`src/rtl/console_pkg.sv`:
```
// console_pkg: shared ASCII codes, sequencer states and byte classification for vga_console.
// Contents: CH_* control/fill codes, state_t, printable().
// Macro VGA_CONSOLE_TAB_EN adds the TAB fill state.
package console_pkg;
  localparam logic [7:0] CH_BS = 8'h08;
  localparam logic [7:0] CH_TAB = 8'h09;
  localparam logic [7:0] CH_LF = 8'h0A;
  localparam logic [7:0] CH_FF = 8'h0C;
  localparam logic [7:0] CH_CR = 8'h0D;
  localparam logic [7:0] CH_BLANK = 8'h20;
`ifdef VGA_CONSOLE_TAB_EN
  typedef enum logic [2:0] {CLR_ALL, IDLE, WRITE, CLR_ROW, TAB} state_t;
`else
  typedef enum logic [2:0] {CLR_ALL, IDLE, WRITE, CLR_ROW} state_t;
`endif
  function automatic logic printable(input logic [7:0] b);
    return b >= 8'h20 && b <= 8'h7E;
  endfunction
endpackage

```
`src/rtl/console_fill_seq.sv`:
```
// console_fill_seq: walks len sequential addresses from start_addr, one per cycle, for blank fills.
// Ports: clk, rst (async high), start/start_addr/len load a run, active while cells remain,
// addr is the current cell, done when idle. Leaves reset already running RST_LEN cells from 0.
module console_fill_seq #(
  parameter int ADDR_W = 14,
  parameter logic [ADDR_W:0] RST_LEN = '0
) (
  input  logic              clk,
  input  logic              rst,
  input  logic              start,
  input  logic [ADDR_W-1:0] start_addr,
  input  logic [ADDR_W:0]   len,
  output logic              active,
  output logic              done,
  output logic [ADDR_W-1:0] addr
);
  logic [ADDR_W:0] rem;
  assign active = rem != '0;
  assign done = !active;
  always_ff @(posedge clk or posedge rst)
    if (rst) begin
      addr <= '0;
      rem <= RST_LEN;
    end else if (start) begin
      addr <= start_addr;
      rem <= len;
    end else if (active) begin
      addr <= addr + ADDR_W'(1);
      rem <= rem - (ADDR_W + 1)'(1);
    end
endmodule

```
`src/rtl/vga_console.sv`:
```
// vga_console: byte stream to text-buffer writer with cursor, wrap and row/screen clears.
// Ports: clk48, rst (async high); in_data/in_valid/in_ready byte input; vga_waddr/vga_wdata/vga_wr_en
// text-buffer write port; cur_col/cur_row cursor; busy during clears. All outputs registered.
// Macro VGA_CONSOLE_TAB_EN enables TAB expansion to the next multiple of 8 columns.
module vga_console
  import console_pkg::*;
#(
  parameter int COLS = 80,
  parameter int ROWS = 30,
  parameter int ADDR_W = 14,
  parameter logic [7:0] BLANK = 8'h20
) (
  input  logic                    clk48,
  input  logic                    rst,
  input  logic [7:0]              in_data,
  input  logic                    in_valid,
  output logic                    in_ready,
  output logic [ADDR_W-1:0]       vga_waddr,
  output logic [7:0]              vga_wdata,
  output logic                    vga_wr_en,
  output logic [$clog2(COLS)-1:0] cur_col,
  output logic [$clog2(ROWS)-1:0] cur_row,
  output logic                    busy
);
  localparam int CW = $clog2(COLS);
  localparam int RW = $clog2(ROWS);
  localparam int LW = ADDR_W + 1;
  localparam logic [CW-1:0] COL_LAST = CW'(COLS - 1);
  localparam logic [RW-1:0] ROW_LAST = RW'(ROWS - 1);
  localparam logic [LW-1:0] ALL_LEN = LW'(COLS * ROWS);
  localparam logic [LW-1:0] ROW_LEN = LW'(COLS);
  state_t state;
  logic [ADDR_W-1:0] rowbase, next_base, fill_start_addr, fill_addr;
  logic [LW-1:0] fill_len;
  logic [RW-1:0] next_row;
  logic accept, advance, is_ff, is_tab, tab_adv, fill_start, fill_active, fill_done;
`ifdef VGA_CONSOLE_TAB_EN
  logic [CW:0] tab_end;
  logic tab_wrap, tab_wrap_c;
`endif
  always_comb begin
    accept = state == IDLE && in_valid && in_ready;
    next_row = cur_row == ROW_LAST ? '0 : cur_row + RW'(1);
    next_base = cur_row == ROW_LAST ? '0 : rowbase + ADDR_W'(COLS);
    is_ff = accept && in_data == CH_FF;
`ifdef VGA_CONSOLE_TAB_EN
    tab_end = {1'b0, cur_col | CW'(7)} + (CW + 1)'(1);
    tab_wrap_c = tab_end >= (CW + 1)'(COLS);
    is_tab = accept && in_data == CH_TAB;
    tab_adv = state == TAB && fill_done && tab_wrap;
`else
    is_tab = 1'b0;
    tab_adv = 1'b0;
`endif
    // a printable in the last column writes there and then advances like LF
    advance = tab_adv || (accept && (in_data == CH_LF || (printable(in_data) && cur_col == COL_LAST)));
    fill_start = advance || is_ff || is_tab;
    fill_start_addr = is_ff ? '0 : next_base;
    fill_len = is_ff ? ALL_LEN : ROW_LEN;
`ifdef VGA_CONSOLE_TAB_EN
    if (is_tab) begin
      fill_start_addr = rowbase + ADDR_W'(cur_col);
      fill_len = LW'((tab_wrap_c ? (CW + 1)'(COLS) : tab_end) - {1'b0, cur_col});
    end
`endif
  end
  console_fill_seq #(.ADDR_W(ADDR_W), .RST_LEN(ALL_LEN)) fill (
    .clk(clk48), .rst(rst), .start(fill_start), .start_addr(fill_start_addr), .len(fill_len),
    .active(fill_active), .done(fill_done), .addr(fill_addr)
  );
  always_ff @(posedge clk48 or posedge rst)
    if (rst) begin
      state <= CLR_ALL;
      in_ready <= 1'b0;
      vga_wr_en <= 1'b0;
      vga_waddr <= '0;
      vga_wdata <= BLANK;
      cur_col <= '0;
      cur_row <= '0;
      busy <= 1'b1;
      rowbase <= '0;
`ifdef VGA_CONSOLE_TAB_EN
      tab_wrap <= 1'b0;
`endif
    end else begin
      vga_wr_en <= 1'b0;
      if (advance) begin
        cur_row <= next_row;
        rowbase <= next_base;
        cur_col <= '0;
      end
      case (state)
        IDLE: if (accept) begin
          in_ready <= 1'b0;
          state <= WRITE;
          if (printable(in_data)) begin
            vga_wr_en <= 1'b1;
            vga_waddr <= rowbase + ADDR_W'(cur_col);
            vga_wdata <= in_data;
            if (cur_col != COL_LAST) cur_col <= cur_col + CW'(1);
            else begin
              state <= CLR_ROW;
              busy <= 1'b1;
            end
          end else if (in_data == CH_LF) begin
            state <= CLR_ROW;
            busy <= 1'b1;
          end else if (in_data == CH_CR) cur_col <= '0;
          else if (in_data == CH_BS && cur_col != '0) begin
            vga_wr_en <= 1'b1;
            vga_waddr <= rowbase + ADDR_W'(cur_col - CW'(1));
            vga_wdata <= BLANK;
            cur_col <= cur_col - CW'(1);
          end else if (is_ff) begin
            state <= CLR_ALL;
            busy <= 1'b1;
          end
`ifdef VGA_CONSOLE_TAB_EN
          else if (is_tab) begin
            state <= TAB;
            busy <= 1'b1;
            tab_wrap <= tab_wrap_c;
            if (!tab_wrap_c) cur_col <= tab_end[CW-1:0];
          end
`endif
        end
        WRITE: begin
          in_ready <= 1'b1;
          state <= IDLE;
        end
        default: if (fill_active) begin
          vga_wr_en <= 1'b1;
          vga_waddr <= fill_addr;
          vga_wdata <= BLANK;
        end else if (tab_adv) state <= CLR_ROW;
        else begin
          // one idle cycle after the last fill write before accepting again
          state <= IDLE;
          in_ready <= 1'b1;
          busy <= 1'b0;
          if (state == CLR_ALL) begin
            cur_col <= '0;
            cur_row <= '0;
            rowbase <= '0;
          end
        end
      endcase
    end
endmodule

```
`config.mk`:
```
export PLATFORM = sky130hd
export DESIGN_NAME = vga_console
export DESIGN_NICKNAME = d
export VERILOG_FILES = /design/src/rtl/console_pkg.sv /design/src/rtl/console_fill_seq.sv /design/src/rtl/vga_console.sv
export SDC_FILE = /design/constraint.sdc
export NUM_CORES = 1
export LEC_CHECK = 0
export CAP_MARGIN = 20
export CORE_MARGIN = 8
export CORE_UTILIZATION = 40
export CTS_BUF_LIST = sky130_fd_sc_hd__clkbuf_4
export DETAILED_ROUTE_END_ITERATION = 16
export SLEW_MARGIN = 20
export SYNTH_ARGS = -nofsm -noshare
export SYNTH_HDL_FRONTEND = slang
export SYNTH_SLANG_ARGS = --single-unit
export TNS_END_PERCENT = 30
```
`constraint.sdc`:
```
create_clock -name clk48 -period 3.9 [get_ports clk48]
set_clock_uncertainty 0.2 [all_clocks]
set_input_delay 0.78 -clock clk48 [delete_from_list [all_inputs] [get_ports clk48]]
set_output_delay 0.78 -clock clk48 [all_outputs]
set_load 0.05 [all_outputs]
```
Word level (Yosys, flattened, before mapping)
Cells that the tools add are included.
- bits in registers: 83
- input bits: 11
- output and inout bits: 37
- logic and storage cells: 128
- add/subtract/negate cells: 9
- magnitude comparators: 2
- eq/ne operators: 19
- muxes and demuxes: 68
- bitwise operators: 1
- reduce and logical (&&, ||, !) cells: 18
- operator list (operator ; number):
    14-bit 2-to-1 mux ; 14
    7-bit 2-to-1 mux ; 9
    8-bit 2-to-1 mux ; 6
    8-bit by 4-bit equality test with 1-bit output (second input constant) ; 4
    15-bit 2-to-1 mux ; 2
    14-bit one-hot mux with 2 select lines ; 1
    5-bit 2-to-1 mux ; 5
    1-bit 2-to-1 mux ; 17
    8-bit one-hot mux with 2 select lines ; 1
    15-bit nonzero test ; 1
    15-bit by 1-bit subtractor with 15-bit output (second input constant) ; 1
    14-bit by 1-bit adder with 14-bit output (second input constant) ; 1
    14-bit adder ; 1
    14-bit by 7-bit adder with 14-bit output ; 1
    14-bit by 7-bit adder with 14-bit output (second input constant) ; 1
    7-bit one-hot mux with 2 select lines ; 1
    12-bit 2-to-1 mux ; 1
    3-bit 2-to-1 mux ; 3
    3-bit != test (second input constant) ; 3
    8-bit by 6-bit >= comparator with 1-bit output (second input constant) ; 1
    8-bit by 7-bit less-or-equal comparator with 1-bit output (second input constant) ; 1
    2-bit 2-to-1 mux ; 4
    4-bit != test (second input constant) ; 2
    7-bit by 1-bit subtractor with 8-bit output (second input constant) ; 1
    24 further kinds ; 35

Longest topological paths before layout
- depth after elaboration: 12
- mapped depth: 15
- gate-level depth less buffers: 13

Hierarchy
From an unflattened synthesis, not the netlist that was laid out.
- cell total of the unflattened synthesis: 642
- area, all modules: 5706.7 um^2
- by module, submodules not included (module ; times used ; cells each ; area each (um^2) ; seq. area each (um^2)):
    vga_console ; 1 ; 459 ; 3961.3 ; 1328.8
    console_fill_seq ; 1 ; 183 ; 1745.4 ; 730.7

Least setup slack after synthesis
Ideal clock, no wire load.
- path type: input to register
- start: input in_data[0]
- end: register vga_waddr[12]
- library setup time: 0.082 ns
- arrival time: 3.691 ns
- data required time: 3.618 ns
- setup slack: -0.073 ns
- cell stages on the path: 15
- buffers on the path: 2
- path through: and4_1 -> a311oi_1 -> buf_2 -> buf_1 -> xnor2_1 -> ha_1 -> inv_1 -> fa_1 -> nor2b_1 -> o31ai_1 -> a21oi_1 -> nor3_1 -> a211oi_1 -> o311ai_0 -> a31oi_1
- word-level cells in the longest chain between the ends: 5
- elaborated cells on any way between the ends: 14
- classes of those cells: order compare (2); eq/ne (6); mux (3); reduce/logical (3)
- ends and longest elaborated chain (element ; RTL line ; RTL):
    start: declaration ; vga_console.sv:15 ; input logic [7:0] in_data,
    8-bit by 6-bit >= comparator with 1-bit output / 8-bit by 7-bit less-or-equal comparator with 1-bit output (equally long branches) ; console_pkg.sv:17 ; return b >= 8'h20 && b <= 8'h7E;
    1-bit logical AND ; console_pkg.sv:17 ;
    14-bit 2-to-1 mux ; vga_console.sv:96 ; if (printable(in_data)) begin
    14-bit 2-to-1 mux ; vga_console.sv:93 ; IDLE: if (accept) begin
    14-bit one-hot mux with 2 select lines ; vga_console.sv:92 ; case (state)
    end signal: assignment ; vga_console.sv:98 ; vga_waddr <= rowbase + ADDR_W'(cur_col);
    end signal: assignment ; vga_console.sv:111 ; vga_waddr <= rowbase + ADDR_W'(cur_col - CW'(1));
    end signal: assignment ; vga_console.sv:133 ; vga_waddr <= fill_addr;
    end: declaration ; vga_console.sv:18 ; output logic [ADDR_W-1:0] vga_waddr,
Several ways; a longest one is shown, not always the timed one. The select of a mux whose other input is x is not followed.
A chain may end at the register's enable or synchronous reset.

Worst setup path in the final report
- start: input in_data[6]
- end: register vga_waddr[12]
Same word-level chain as after synthesis.

==> results.md <==
• **status** finished clean
• **via count of the routed design** 4872
• **total negative slack** 0 ns
• **CP bufs+invs** 1
• **non-filler instance count after layout** 886
• **element type at the critical path start** primary input
• **final period utilization** 97.1%
• **pin count of the biggest net entering global routing** 83
• **count of endpoints failing setup in the final report** 0
• **count of boundary I/O pins** 48
• **antenna violations before repair** 1
• **number of global-route vias before repair** 4860
• **Post-Synthesis Mean Instance Area** 8.52 µm²
• **count of filler cells inserted in the layout** 1236
• **CTS buffer count** 9
• **slowest cell delay on critical path** 0.45 ns
• **fraction of layout instances using a drive strength above 1** 13.4%
• **Routability Congestion** 0.935
• **maximum clock frequency** 0.264 GHz
• **DR pass1 iterations** 5
• **DRT Wirelength** 15300 µm
• **category of cells accounting for the largest share of critical-path delay** compound AO/OA/AOI/OAI gates
• **number of nets in the synthesized netlist** 655
• **required time of the worst setup path** 4.03 ns
• **root buffer selected by CTS** sky130_fd_sc_hd__clkbuf_4
• **Floorplan Core Area** 13100 µm²
• **WP data arrival** 3.91 ns
• **Hold WC Path Type** register to register
• **Yosys top cell area share** 36.0%
• **maximum ir drop on the vdd rail** 303 µV
• **overall power after layout** 0.00475 W
• **Hold Fails Final Rpt** 0
• **number of standard cells after synthesis** 620
• **Setup Crit Path Kind** primary input to register
• **library cell occupying the most area in the post-synthesis netlist** sky130_fd_sc_hd__dfrtp_1
• **post-cts hold buffer count** 0
• **Area contributors post-synth** sky130_fd_sc_hd__dfrtp_1, sky130_fd_sc_hd__nor2_1, sky130_fd_sc_hd__ha_1, sky130_fd_sc_hd__xnor2_1, sky130_fd_sc_hd__nand2_1
• **gr ovfl total** 0
• **Static Leak** 2.86 nW
• **die outline height** 131 µm
• **Avg Vias per Cell** 5.50
• **Distinct cells, synth** 67
• **floorplan row count** 42
• **yosys synthesis warning count** 0
• **area overhead of the layout relative to synthesis** 21.7%
• **clock tree from TritonCTS** yes
• **H-tree levels** 3
• **Net count, final** 739
• **cell type of the slowest stage on the worst timing path** sky130_fd_sc_hd__clkdlybuf4s50_1
• **worst-case clock buffer depth** 2
• **Relative slew margins** 42.4%
• **port bufs** 47
• **predominant post-synthesis flop cell** sky130_fd_sc_hd__dfrtp_1
• **number of pins with negative max-slew slack in the final report** 0
• **antenna-violating nets left** 0
• **sequential fraction of the synthesis area** 39.0%
• **total half-perimeter wirelength after legalization and detailed placement** 11300 µm
• **global-route wire length before repair** 25300 µm
• **Async S/R FF share, synth** 100%
• **clock latency on the worst-skew pair** 0.48 ns
• **die width** 131 µm
• **effective utilization at floorplan** 40.4%
• **sequence of cells on the critical path** clkdlybuf4s50_1 -> and4_1 -> a311o_1 -> nand2_1 -> xnor2_1 -> ha_1 -> nor2b_1 -> o31ai_1 -> a21oi_2 -> nor3_1 -> a211oi_1 -> o311ai_0 -> a31oi_1
• **Initial DRC Count** 330
• **Period minus WS final** 3.79 ns
• **power per standard cell area** 738 nW/µm²
• **mapped cell area** 5290 µm²
• **clock-pin slew on the worst setup and hold paths** 0.15 ns
• **gr usage total** 19.1%
• **# Max-Cap Violations** 0
• **DRC errors left** 0
• **maximum fanout encountered on the critical timing path** 5
• **DIE AREA** 17100 µm²
• **post-DR wirelength/cell** 17.3 µm
• **CP Capture Type** register
• **total number of clock tree sinks** 82
• **number of enable-type register cells in the synthesized netlist** 0
• **flip-flop and latch count after synthesis** 82
• **Cells after DPL** 867
• **slew at the pin closest to its max-slew limit** 0.863 ns
## Yosys cell counts, types with 3 or more instances
cell type / number
sky130_fd_sc_hd__nor2b_1: 3
sky130_fd_sc_hd__dfstp_2: 6
sky130_fd_sc_hd__nor4_1: 3
sky130_fd_sc_hd__a22oi_1: 5
sky130_fd_sc_hd__clkbuf_1: 10
sky130_fd_sc_hd__buf_2: 15
sky130_fd_sc_hd__nand3_1: 22
sky130_fd_sc_hd__ha_1: 23
sky130_fd_sc_hd__nand2_1: 71
sky130_fd_sc_hd__mux2i_1: 6
sky130_fd_sc_hd__o22ai_1: 6
sky130_fd_sc_hd__and3_1: 10
sky130_fd_sc_hd__o211ai_1: 4
sky130_fd_sc_hd__or3_1: 4
sky130_fd_sc_hd__a21o_1: 11
sky130_fd_sc_hd__inv_1: 19
sky130_fd_sc_hd__dfrtp_1: 76
sky130_fd_sc_hd__xnor2_1: 32
sky130_fd_sc_hd__a21oi_1: 47
sky130_fd_sc_hd__o21ai_1: 6
sky130_fd_sc_hd__o21ai_0: 37
sky130_fd_sc_hd__and2_1: 7
sky130_fd_sc_hd__xor2_1: 19
sky130_fd_sc_hd__a31oi_1: 10
sky130_fd_sc_hd__and4_1: 3
sky130_fd_sc_hd__nor2_1: 77
sky130_fd_sc_hd__nand2b_1: 6
sky130_fd_sc_hd__a22o_1: 3
sky130_fd_sc_hd__nand4_1: 18
sky130_fd_sc_hd__nor3_1: 14
## flip-flops by register name, summed over array words and instances (netlist names)
name and count:
vga_waddr 14, busy 1, state 2, cur_col 7, in_ready 1, rowbase 14, vga_wdata 8, vga_wr_en 1
cur_row 5, fill.addr 14, fill.rem 15
## cells by family after synthesis
family	share of synthesized area, %
buf+inv	3.84
fa+ha+maj	5.82
flops	39.0
mux	1.35
compound gates	17.7
simple gates	23.9
xor+xnor	8.45
## cell type report
type / count / area, µm² / share of cell area, %
multi-input combinational: 491 / 3040 / 47.2
sequential: 82 / 2060 / 32.0
timing repair buffer: 101 / 888 / 13.8
tap: 176 / 220 / 3.42
clock inverter: 7 / 83.8 / 1.30
inverter: 19 / 72.6 / 1.13
clock buffer: 9 / 67.6 / 1.05
antenna: 1 / 2.50 / 0.0389
## worst paths after layout
path | from | to | slack, ns | cells past startpoint
worst max-delay path | in_data[6] | vga_waddr[12] | 0.11 | 13
worst min-delay path | vga_wdata[1] | vga_wdata[1] | 0.29 | 2
worst max register to register | cur_col[0] | vga_waddr[9] | 0.37 | 13
worst min register to register | vga_wdata[1] | vga_wdata[1] | 0.29 | 2
max in group asynchronous | rst | fill.rem[8] | 2.62 | 3
min in group asynchronous | rst | cur_col[0] | 0.49 | 3
## where the power goes
| group | internal [W] | switching, W |
|---|---|---|
| Sequential | 0.00113 | 0.000269 |
| Clock | 0.000207 | 0.000353 |
| Combinational | 0.00113 | 0.00166 |
| Total | 0.00246 | 0.00228 |
## stage by stage
| step | worst slack [ns] | instance area [µm²] | hold slack [ns] | utilization (%) |
|---|---|---|---|---|
| floorplan | 0.0434 | 5290 | 0.266 | - |
| global placement | -0.278 | 6260 | 0.253 | 47.8 |
| detailed placement | -0.345 | 6260 | 0.264 | 47.8 |
| CTS | 0.169 | 6410 | 0.298 | 49.0 |
| global route | -0.199 | 6430 | 0.327 | 49.2 |
| finish | 0.115 | 6430 | 0.292 | 49.2 |
## per-layer routing
metal,track usage (%),up-vias,routed length (µm)
li1,-,2365,-
met4,10.1,0,494
met5,0,-,0
met3,3.17,32,684
met2,31.5,123,7300
met1,23.4,2352,6830
## layout by cell type, fill, tap and decap left out, types with 4 or more instances in the layout
cell type / count
sky130_fd_sc_hd__dfstp_2: 6
sky130_fd_sc_hd__o22ai_1: 6
sky130_fd_sc_hd__dfrtp_1: 76
sky130_fd_sc_hd__nor3_1: 14
sky130_fd_sc_hd__o21ai_1: 6
sky130_fd_sc_hd__ha_1: 23
sky130_fd_sc_hd__or3_1: 4
sky130_fd_sc_hd__buf_4: 53
sky130_fd_sc_hd__and2_1: 7
sky130_fd_sc_hd__inv_1: 18
sky130_fd_sc_hd__o211ai_1: 4
sky130_fd_sc_hd__nand2b_1: 6
sky130_fd_sc_hd__nand4_1: 18
sky130_fd_sc_hd__clkbuf_4: 9
sky130_fd_sc_hd__o21ai_0: 37
sky130_fd_sc_hd__nor2_1: 77
sky130_fd_sc_hd__and3_1: 10
sky130_fd_sc_hd__xnor2_1: 32
sky130_fd_sc_hd__nand2_1: 71
sky130_fd_sc_hd__a22oi_1: 5
sky130_fd_sc_hd__xor2_1: 19
sky130_fd_sc_hd__mux2i_1: 6
sky130_fd_sc_hd__nand3_1: 22
sky130_fd_sc_hd__a31oi_1: 10
sky130_fd_sc_hd__clkdlybuf4s50_1: 47
sky130_fd_sc_hd__a21o_1: 11
sky130_fd_sc_hd__a21oi_1: 46
## timing repair
item | CTS | global route
endpoints found under the setup margin | 0 | 3
hold endpoints to repair | 0 | 0
buffers inserted | 0 | 2
gates resized for setup | 0 | 1
## worst register-to-register path, cell delays in order, from the launching register on
cell and delay, ns:
sky130_fd_sc_hd__dfrtp_1 0.53, sky130_fd_sc_hd__inv_1 0.10, sky130_fd_sc_hd__ha_1 0.22, sky130_fd_sc_hd__nor3b_2 0.33
sky130_fd_sc_hd__nand2_1 0.12, sky130_fd_sc_hd__xnor2_1 0.19, sky130_fd_sc_hd__ha_1 0.29, sky130_fd_sc_hd__and2_1 0.16
sky130_fd_sc_hd__a41oi_1 0.27, sky130_fd_sc_hd__a21bo_2 0.20, sky130_fd_sc_hd__a21oi_1 0.07, sky130_fd_sc_hd__or3_1 0.30
sky130_fd_sc_hd__a31oi_1 0.32, sky130_fd_sc_hd__a21oi_1 0.12
No activity file was read; power rests on OpenSTA's default activity.
